--- config.mk ---
export PLATFORM = sky130hd
export DESIGN_NAME = sram_master
export DESIGN_NICKNAME = d
export VERILOG_FILES = /design/src/rtl/sram_master.sv
export SDC_FILE = /design/constraint.sdc
export NUM_CORES = 1
export LEC_CHECK = 0
export CAP_MARGIN = 20
export CELL_PAD_IN_SITES_DETAIL_PLACEMENT = 1
export CELL_PAD_IN_SITES_GLOBAL_PLACEMENT = 2
export CORE_MARGIN = 8
export CORE_UTILIZATION = 28
export DETAILED_ROUTE_END_ITERATION = 7
export GPL_TIMING_DRIVEN = 0
export PLACE_DENSITY = 0.86
export SKIP_CTS_REPAIR_TIMING = 1
export SLEW_MARGIN = 20
export SYNTH_ARGS = -nofsm -noshare
export SYNTH_HDL_FRONTEND = slang
export SYNTH_SLANG_ARGS = --single-unit
--- constraint.sdc ---
create_clock -name clk -period 1.9 [get_ports clk]
set_input_delay 0.57 -clock clk [delete_from_list [all_inputs] [get_ports clk]]
set_output_delay 0.57 -clock clk [all_outputs]
set_load 0.01 [all_outputs]
--- src/rtl/sram_master.sv ---
// MEM-stage initiator for the single-port data SRAM: sequences read, write and
// read-modify-write strobes for one load/store request at a time.
module sram_master #(
  parameter int ADDR_W   = 10,
  parameter int READ_LAT = 1
) (
  input  logic              clk,
  input  logic              rst_n,
  input  logic              req_valid,
  output logic              req_ready,
  input  logic              req_we,
  input  logic [1:0]        req_size,
  input  logic              req_unsigned,
  input  logic [ADDR_W-1:0] req_addr,
  input  logic [31:0]       req_wdata,
  output logic              resp_valid,
  input  logic              resp_ready,
  output logic [31:0]       resp_rdata,
  output logic              resp_err,
  output logic              CSram,
  output logic [7:0]        Direc,
  output logic [31:0]       Datain,
  output logic              LeerMem,
  output logic              EscrMem,
  input  logic [31:0]       Dataout
);

  localparam logic [2:0] IDLE = 3'd0;
  localparam logic [2:0] CHK  = 3'd1;
  localparam logic [2:0] RD   = 3'd2;
  localparam logic [2:0] WAIT = 3'd3;
  localparam logic [2:0] WR   = 3'd4;
  localparam logic [2:0] RESP = 3'd5;

  localparam logic [1:0] LAST_WAIT = 2'(READ_LAT - 1);

  logic [2:0]        state;
  logic [2:0]        state_next;
  logic [1:0]        wait_cnt;
  logic              we_q;
  logic [1:0]        size_q;
  logic              uns_q;
  logic [ADDR_W-1:0] addr_q;
  logic [31:0]       wdata_q;
  logic              req_err;
  logic [7:0]        byte_v;
  logic [15:0]       half_v;
  logic [31:0]       load_data;
  logic [31:0]       merged;

  assign req_ready = (state == IDLE);

  always_comb begin
    req_err = (size_q == 2'b11) ||
              (size_q == 2'b01 && addr_q[0]) ||
              (size_q == 2'b10 && addr_q[1:0] != 2'b00);
  end

  always_comb begin
    state_next = state;
    case (state)
      IDLE: if (req_valid) state_next = CHK;
      CHK: begin
        if (req_err)                       state_next = RESP;
        else if (we_q && size_q == 2'b10)  state_next = WR;
        else                               state_next = RD;
      end
      RD:   state_next = WAIT;
      WAIT: if (wait_cnt == LAST_WAIT) state_next = we_q ? WR : RESP;
      WR:   state_next = RESP;
      RESP: if (resp_valid && resp_ready) state_next = IDLE;
      default: state_next = IDLE;
    endcase
  end

  // Lane extraction for loads and lane merge for sub-word stores both work on
  // the word arriving on Dataout at the end of the last WAIT cycle.
  always_comb begin
    byte_v    = Dataout[{addr_q[1:0], 3'b000} +: 8];
    half_v    = Dataout[{addr_q[1], 4'b0000} +: 16];
    load_data = Dataout;
    merged    = wdata_q;
    case (size_q)
      2'b00: begin
        load_data = {{24{~uns_q & byte_v[7]}}, byte_v};
        merged    = Dataout;
        merged[{addr_q[1:0], 3'b000} +: 8] = wdata_q[7:0];
      end
      2'b01: begin
        load_data = {{16{~uns_q & half_v[15]}}, half_v};
        merged    = Dataout;
        merged[{addr_q[1], 4'b0000} +: 16] = wdata_q[15:0];
      end
      default: ;
    endcase
  end

  // Outputs are registered from the next state so they line up with the state
  // they belong to.
  always_ff @(posedge clk or negedge rst_n) begin
    if (!rst_n) begin
      state      <= IDLE;
      wait_cnt   <= 2'd0;
      we_q       <= 1'b0;
      size_q     <= 2'b00;
      uns_q      <= 1'b0;
      addr_q     <= '0;
      wdata_q    <= 32'd0;
      CSram      <= 1'b0;
      LeerMem    <= 1'b0;
      EscrMem    <= 1'b0;
      Direc      <= 8'd0;
      Datain     <= 32'd0;
      resp_valid <= 1'b0;
      resp_err   <= 1'b0;
      resp_rdata <= 32'd0;
    end else begin
      state    <= state_next;
      wait_cnt <= (state == WAIT && state_next == WAIT) ? wait_cnt + 2'd1 : 2'd0;
      if (req_valid && req_ready) begin
        we_q    <= req_we;
        size_q  <= req_size;
        uns_q   <= req_unsigned;
        addr_q  <= req_addr;
        wdata_q <= req_wdata;
      end
      CSram   <= (state_next == RD) || (state_next == WR);
      LeerMem <= (state_next == RD);
      EscrMem <= (state_next == WR);
      if (state_next == RD || state_next == WR) Direc <= addr_q[ADDR_W-1:2];
      if (state_next == WR) Datain <= merged;
      resp_valid <= (state_next == RESP);
      if (state != RESP && state_next == RESP) begin
        resp_err   <= (state == CHK);
        resp_rdata <= (state == WAIT) ? load_data : 32'd0;
      end else if (state_next != RESP) begin
        resp_err   <= 1'b0;
        resp_rdata <= 32'd0;
      end
    end
  end

endmodule
==> results of run 1 <==
-- state kept, by name (all words and copies together) (netlist names) --
signal	cells
Datain	32
resp_rdata	32
wdata_q	32
addr_q	10
Direc	8
state	3
size_q	2
wait_cnt	2
CSram	1
EscrMem	1
LeerMem	1
resp_err	1
resp_valid	1
uns_q	1
we_q	1
-- layout make-up --
| type | instances | area [sq um] |
|---|---|---|
| Tap cell | 285 | 357 |
| Timing Repair Buffer | 193 | 2140 |
| Fill cell | 2419 | 12400 |
| Sequential cell | 128 | 3210 |
| Clock buffer | 21 | 460 |
| Buffer | 44 | 343 |
| Inverter | 12 | 62.6 |
| Multi-Input combinational cell | 418 | 3260 |
| Clock inverter | 11 | 179 |
-- per-layer routing --
metal	part of all wire	up-vias	global-route usage
met4	0.025	6	0.0580
met5	0.0015	-	0
met3	0.060	55	0.0539
li1	-	2648	-
met2	0.49	228	0.279
met1	0.43	3001	0.215
-- worst register-to-register path: cells and delay by family (launching register included) --
kind                       cells  cell delay, ns
AOI/OAI and AO/OA              3            0.63
adders and majority gates      1            0.20
buffers and inverters          3            0.50
DFF                            1            0.44
and+or+nand+nor                2            0.15
-- cell usage after synthesis, drive strengths merged --
| master | count |
|---|---|
| and2 | 1 |
| nand3 | 5 |
| o22a | 1 |
| nand2b | 12 |
| buf | 26 |
| nor4bb | 2 |
| o32a | 7 |
| o211a | 2 |
| inv | 12 |
| a22oi | 9 |
| o31ai | 5 |
| nor3 | 13 |
| a32oi | 5 |
| nand4 | 1 |
| nor4b | 1 |
| nand3b | 2 |
| o211ai | 1 |
| o41ai | 1 |
| nand2 | 65 |
| o22ai | 1 |
| and3 | 1 |
| a221oi | 16 |
| a21oi | 29 |
| o21ai | 72 |
| nor2b | 15 |
| a211o | 1 |
| or2 | 2 |
| a211oi | 15 |
| a41oi | 1 |
| nor2 | 28 |
| mux2i | 15 |
| dfrtp | 128 |
| o221ai | 2 |
| a221o | 9 |
| a21o | 6 |
| ha | 5 |
| mux2 | 51 |
| nor3b | 4 |
| clkbuf | 20 |
| a32o | 9 |
| or3 | 2 |
| and2b | 1 |
-- through the flow --
step | hold slack [ns] | total power [W] | util | setup TNS, ns
after detailed placement | 0.438 | 0.0114 | 0.372 | -65.35
after floorplan | 0.274 | 0.00845 | - | -0.174
after global routing | 0.112 | 0.0173 | 0.446 | -9.37
final | 0.0687 | 0.0164 | 0.446 | -4.25
after global placement | 0.420 | 0.0112 | 0.371 | -708.48
after CTS | 0.105 | 0.0150 | 0.401 | -36.03
-- worst max-delay path by stage --
stage | from | to | slack, ns | cells after the start
after global placement | rst_n | Datain[30]$_DFFE_PN0P_ | -5.04 | 1
after global routing | addr_q[0]$_DFFE_PN0P_ | Datain[1]$_DFFE_PN0P_ | -0.27 | 11
after detailed placement | Dataout[23] | resp_rdata[19]$_DFFE_PN0P_ | -0.84 | 7
after CTS | addr_q[0]$_DFFE_PN0P_ | Datain[28]$_DFFE_PN0P_ | -0.56 | 9
final | addr_q[1]$_DFFE_PN0P_ | Datain[8]$_DFFE_PN0P_ | -0.15 | 9
after floorplan | addr_q[0]$_DFFE_PN0P_ | Direc[1]$_DFFE_PN0P_ | -0.02 | 8
-- layout by cell type (no fill, tap or decap), drive strengths merged, types with 2 or more instances in the layout --
| master | n |
|---|---|
| nand2 | 65 |
| clkbuf | 43 |
| ha | 5 |
| a21oi | 29 |
| nor3b | 4 |
| nand3b | 2 |
| or2 | 2 |
| o21ai | 72 |
| bufinv | 4 |
| nor2 | 28 |
| a32o | 9 |
| o32a | 7 |
| or3 | 2 |
| nand2b | 12 |
| mux2i | 15 |
| a221oi | 16 |
| nor2b | 15 |
| a21o | 6 |
| nor4bb | 2 |
| clkinv | 6 |
| nand3 | 5 |
| a32oi | 5 |
| mux2 | 51 |
| a22oi | 9 |
| clkdlybuf4s50 | 79 |
| buf | 58 |
| clkinvlp | 2 |
| o31ai | 5 |
| dfrtp | 128 |
| inv | 11 |
| o211a | 2 |
| o221ai | 2 |
| dlymetal6s2s | 78 |
| a221o | 9 |
| a211oi | 15 |
| nor3 | 13 |
-- cell families (layout without fill, tap and decap cells) --
kind of cell,Yosys count,count (layout)
compound gates,192,192
fa+ha+maj,5,5
buf+inv,58,281
flops,128,128
mux,66,66
simple gates,155,155
-- power groups by stage --
| stage | Clock [W] | Combinational [W] | Sequential (W) |
|---|---|---|---|
| floorplan | 0 | 0.00391 | 0.00454 |
| global placement | 0 | 0.00669 | 0.00450 |
| detailed placement | 0 | 0.00682 | 0.00455 |
| CTS | 0.00362 | 0.00686 | 0.00451 |
| global route | 0.00372 | 0.00887 | 0.00469 |
| finish | 0.00355 | 0.00829 | 0.00455 |
==> impl_metrics.env, run 1 <==
export IMPL_cts_tree="yes"
export IMPL_finClkSkew_ns=0.0114
export IMPL_fin_cells=1112
export IMPL_synthSimpleGateAreaFrac=0.120
export IMPL_ir_drop_v=0.000840
export IMPL_drtIter0Drc=415
export IMPL_rows=55
export IMPL_via_count=5938
export IMPL_core_area_sq_um=22400
export IMPL_critical_path_class="flip-flop to flip-flop"
export IMPL_yosysWarnings=0
export IMPL_final_setup_viol_count=43
export IMPL_p_leak_nw=5.25
export IMPL_ys_seq_elements=128
export IMPL_postSynthAreaPerCell_sq_um=10.5
export IMPL_synth_fa_ha_area_frac=0.00985
export IMPL_preCtsSetupSlack_ns=-0.838
export IMPL_p_int_w=0.00992
export IMPL_synth_top_family_by_area="compound AO/OA/AOI/OAI gates"
export IMPL_synth_area_mux_share=0.114
export IMPL_fmax_ghz=0.488
export IMPL_p_sw_w=0.00648
export IMPL_synthTopCellsByArea="dfrtp_1, mux2_2, o21ai_0"
export IMPL_gp_congestion=0.859
export IMPL_grt_pass1_wl_um=37100
export IMPL_initial_core_util=0.283
export IMPL_grt_overflow_total=0
export IMPL_grt_max_degree=67
export IMPL_violations="negative setup slack"
export IMPL_netSwitchingFraction=0.395
export IMPL_critical_path_most_common_cell="o21ai_0"
export IMPL_fin_crit_ns=2.05
export IMPL_rsz0062_at_grt="true"
export IMPL_rr_endpoint="Datain[8]$_DFFE_PN0P_"
export IMPL_area_growth_pct=57.4
export IMPL_crit_buf_inv=3
export IMPL_die_h_um=167
export IMPL_drtPass1Iterations=4
export IMPL_io_pin_count=160
export IMPL_combPwrFrac=0.506
export IMPL_grt_total_usage=0.172
export IMPL_antenna_found_initial=3
export IMPL_drc=0
export IMPL_die_x_um=167
export IMPL_final_net_count=901
export IMPL_hold_violations=0
export IMPL_port_buffers=159
export IMPL_rr_startpoint="addr_q[1]$_DFFE_PN0P_"
export IMPL_required_ns=2.18
export IMPL_worst_slack_ns=-0.147
export IMPL_crit_path_max_fanout=9
export IMPL_grt_pass1_vias=6128
export IMPL_yosysTopAreaCell="dfrtp_1"
export IMPL_syn_area_sq_um=6350
export IMPL_drt_total_wl_um=25500
export IMPL_synth_xor_area_frac=0
export IMPL_reg2reg_depth=9
export IMPL_avgViaCountPerCell=5.34
export IMPL_path_clk_slew_ns=0.06
export IMPL_outcome="finished, violations left"
export IMPL_syn_nets=691
export IMPL_cts_buffers=17
export IMPL_startpoint_type="flip-flop"
export IMPL_setup_worst_path_end_class="flip-flop"
export IMPL_final_area_sq_um=10000
export IMPL_place_area_sq_um=8350
export IMPL_cts_sinks=128
export IMPL_wl_per_cell_um=22.9
export IMPL_critPathMaxStageDelay_ns=0.44
export IMPL_ant_nets=0
export IMPL_cp_slowest_cell="dfrtp_2"
export IMPL_p_clk_frac=0.217
export IMPL_cp_arrival_ns=2.33
export IMPL_synth_cell_types=54
export IMPL_diodes=0
export IMPL_period_share=1.08
export IMPL_crit_chain="clkinv_4 > ha_1 > nand2b_1 > clkbuf_4 > nor4b_4 > buf_4 > a221o_1 > o21ai_0 > o21ai_0"
export IMPL_yosysSeqAreaShare=0.504
export IMPL_reg2reg_setup_slack_ns=-0.15
export IMPL_drv_slew=0
export IMPL_critPathTopFamily="compound AO/OA/AOI/OAI gates"
export IMPL_cap_violations=0
export IMPL_synth_compound_area_share=0.208
export IMPL_dp_cells=1049
export IMPL_cts_max_level=4
export IMPL_drive_gt1_frac=0.290
export IMPL_synth_top_cell_area_share=0.504
export IMPL_worst_pin_slew_ns=0.643
export IMPL_insertion_delay_ns=0.43
export IMPL_root_buffer="clkbuf_16"
export IMPL_synthCells=604
export IMPL_p_per_area_nw_per_um2=1640
export IMPL_hold_path_class="primary input to async pin"
export IMPL_relSlewSlack=0.571
export IMPL_p_seq_frac=0.278
export IMPL_die_area_sq_um=27800
export IMPL_clk_path_buf_depth=2
export IMPL_hpwl_um=18300
No activity file was read; power rests on OpenSTA's default activity.
==> run 2, diff against run 1 <==
--- a/constraint.sdc
+++ b/constraint.sdc
@@ -3,2 +3,2 @@
 set_output_delay 0.57 -clock clk [all_outputs]
-set_load 0.01 [all_outputs]
+set_load 0.05 [all_outputs]
==> run 2 against run 1 <==
Compared with the run above: the run still ends with negative setup slack left; power is 11% higher; design area is 2.0% higher; count of clock-buffer cells in the layout is 4 lower; critical path type unchanged; largest power group unchanged.
==> impl_metrics.env, run 2 (synthesis results as in run 1) <==
export IMPL_fmax_ghz=0.467
export IMPL_grt_overflow_total=0
export IMPL_multi_input_area_sq_um=3390
export IMPL_initial_core_util=0.283
export IMPL_final_net_count=897
export IMPL_gp_congestion=0.871
export IMPL_path_clk_slew_ns=0.07
export IMPL_dp_cells=1049
export IMPL_period_share=1.13
export IMPL_startpoint_type="flip-flop"
export IMPL_avgViaCountPerCell=5.35
export IMPL_grt_max_degree=68
export IMPL_drtPass1Iterations=4
export IMPL_worst_slack_ns=-0.239
export IMPL_critical_path_most_common_cell="buf_6"
export IMPL_drtIter0Drc=427
export IMPL_crit_path_max_fanout=6
export IMPL_clk_path_buf_depth=2
export IMPL_cap_violations=0
export IMPL_rsz0062_at_grt="true"
export IMPL_p_leak_nw=5.30
export IMPL_cts_tree="yes"
export IMPL_root_buffer="clkbuf_16"
export IMPL_power_w=0.0181
export IMPL_ir_drop_v=0.000940
export IMPL_grt_pass1_vias=6094
export IMPL_diodes=0
export IMPL_die_area_sq_um=27800
export IMPL_port_buffers=159
export IMPL_grt_total_usage=0.172
export IMPL_violations="negative setup slack"
export IMPL_crit_chain="buf_6 > clkinv_8 > ha_4 > nor2b_4 > buf_6 > a41oi_4 > o22ai_4 > clkbuf_16 > mux2_2"
export IMPL_fin_setup_tns_ns=-5.36
export IMPL_final_common_cell="dfrtp_1"
export IMPL_drt_total_wl_um=26100
export IMPL_mostFrequentLayoutCells="dfrtp_1, dlymetal6s2s_1, clkdlybuf4s50_1"
export IMPL_fin_cells=1108
export IMPL_drive_gt1_frac=0.334
export IMPL_via_count=5923
export IMPL_outcome="finished, violations left"
export IMPL_critical_path_class="flip-flop to flip-flop"
export IMPL_hpwl_um=18100
export IMPL_die_h_um=167
export IMPL_drc=0
export IMPL_finClkSkew_ns=0.00768
export IMPL_die_x_um=167
export IMPL_cts_max_level=4
export IMPL_relSlewSlack=0.478
export IMPL_final_setup_viol_count=49
export IMPL_required_ns=2.22
export IMPL_critPathMaxStageDelay_ns=0.41
export IMPL_preCtsSetupSlack_ns=-0.842
export IMPL_reg_largest_list="Datain x32, resp_rdata x32, wdata_q x32"
export IMPL_setup_worst_path_end_class="flip-flop"
export IMPL_cts_buffers=17
export IMPL_drv_slew=0
export IMPL_area_growth_pct=60.6
export IMPL_worst_pin_slew_ns=0.783
export IMPL_cp_slowest_cell="dfrtp_1"
export IMPL_fillers=2366
export IMPL_p_per_area_nw_per_um2=1780
export IMPL_hold_path_class="primary input to async pin"
export IMPL_ant_nets=0
export IMPL_insertion_delay_ns=0.43
export IMPL_antenna_found_initial=0
export IMPL_cts_sinks=128
export IMPL_rows=55
export IMPL_fin_crit_ns=2.14
export IMPL_io_pin_count=160
export IMPL_seqCellArea_sq_um=3210
export IMPL_hold_violations=0
export IMPL_core_area_sq_um=22400
export IMPL_grt_pass1_wl_um=36900
export IMPL_wl_per_cell_um=23.6
export IMPL_cp_arrival_ns=2.46
## run 2: changes by cell type in the layout (fill, tap and decap cells not counted), sizes merged
cell,delta
buf,-12
bufinv,-3
clkbuf,+4
clkdlybuf4s50,-1
dlymetal6s2s,+1
inv,+7
## run 2: power by group
group / switching, W / internal [W]
Clock: 0.00142 / 0.00184
Combinational: 0.00611 / 0.00413
Sequential: 0.000875 / 0.00375
Total: 0.00840 / 0.00973
## run 2: layer usage
metal / routed length, um / up-vias / global-route usage
met4: 748 / 0 / 0.0654
met2: 12700 / 233 / 0.277
li1: - / 2657 / -
met1: 11000 / 2988 / 0.217
met3: 1750 / 45 / 0.0487
met5: 0 / - / 0
## run 2: area by class of cell
type / count / area share
buffer: 43 / 0.0367
clock buffer: 17 / 0.0417
clock inverter: 15 / 0.0145
inverter: 12 / 0.00638
multi-input combinational: 418 / 0.333
sequential: 128 / 0.314
tap: 285 / 0.0350
timing repair buffer: 190 / 0.219
## run 2: path summary, 6_finish.rpt
| path | start | to | slack, ns | depth (start not counted) |
|---|---|---|---|---|
| worst min-delay path | rst_n | resp_rdata[20]$_DFFE_PN0P_ | 0.07 | 1 |
| worst max register to register | addr_q[0]$_DFFE_PN0P_ | Direc[4]$_DFFE_PN0P_ | -0.24 | 9 |
| max in group asynchronous | rst_n | Datain[28]$_DFFE_PN0P_ | 1.12 | 2 |
| worst max-delay path | addr_q[0]$_DFFE_PN0P_ | Direc[4]$_DFFE_PN0P_ | -0.24 | 9 |
| worst min register to register | wait_cnt[0]$_DFF_PN0_ | wait_cnt[0]$_DFF_PN0_ | 0.47 | 1 |
| min in group clk | wait_cnt[0]$_DFF_PN0_ | wait_cnt[0]$_DFF_PN0_ | 0.47 | 1 |
## run 2: worst max-delay path, delay by kind of cell, from the launching register on
family / cells / cell delay, ns
buffers and inverters: 4 / 0.55
flip-flops: 1 / 0.41
AO/OA/AOI/OAI: 2 / 0.36
multiplexers: 1 / 0.32
AND/OR/NAND/NOR: 1 / 0.22
adder cells (fa/ha/maj): 1 / 0.17
## run 2: stage by stage
step	util	instance area, sq um	hold slack (ns)
4_1_cts	0.398	8930	0.0870
5_1_grt	0.455	10200	0.102
3_3_place_gp	0.371	8320	0.421
2_1_floorplan	-	6380	0.274
6_report	0.455	10200	0.0666
3_5_place_dp	0.373	8360	0.446
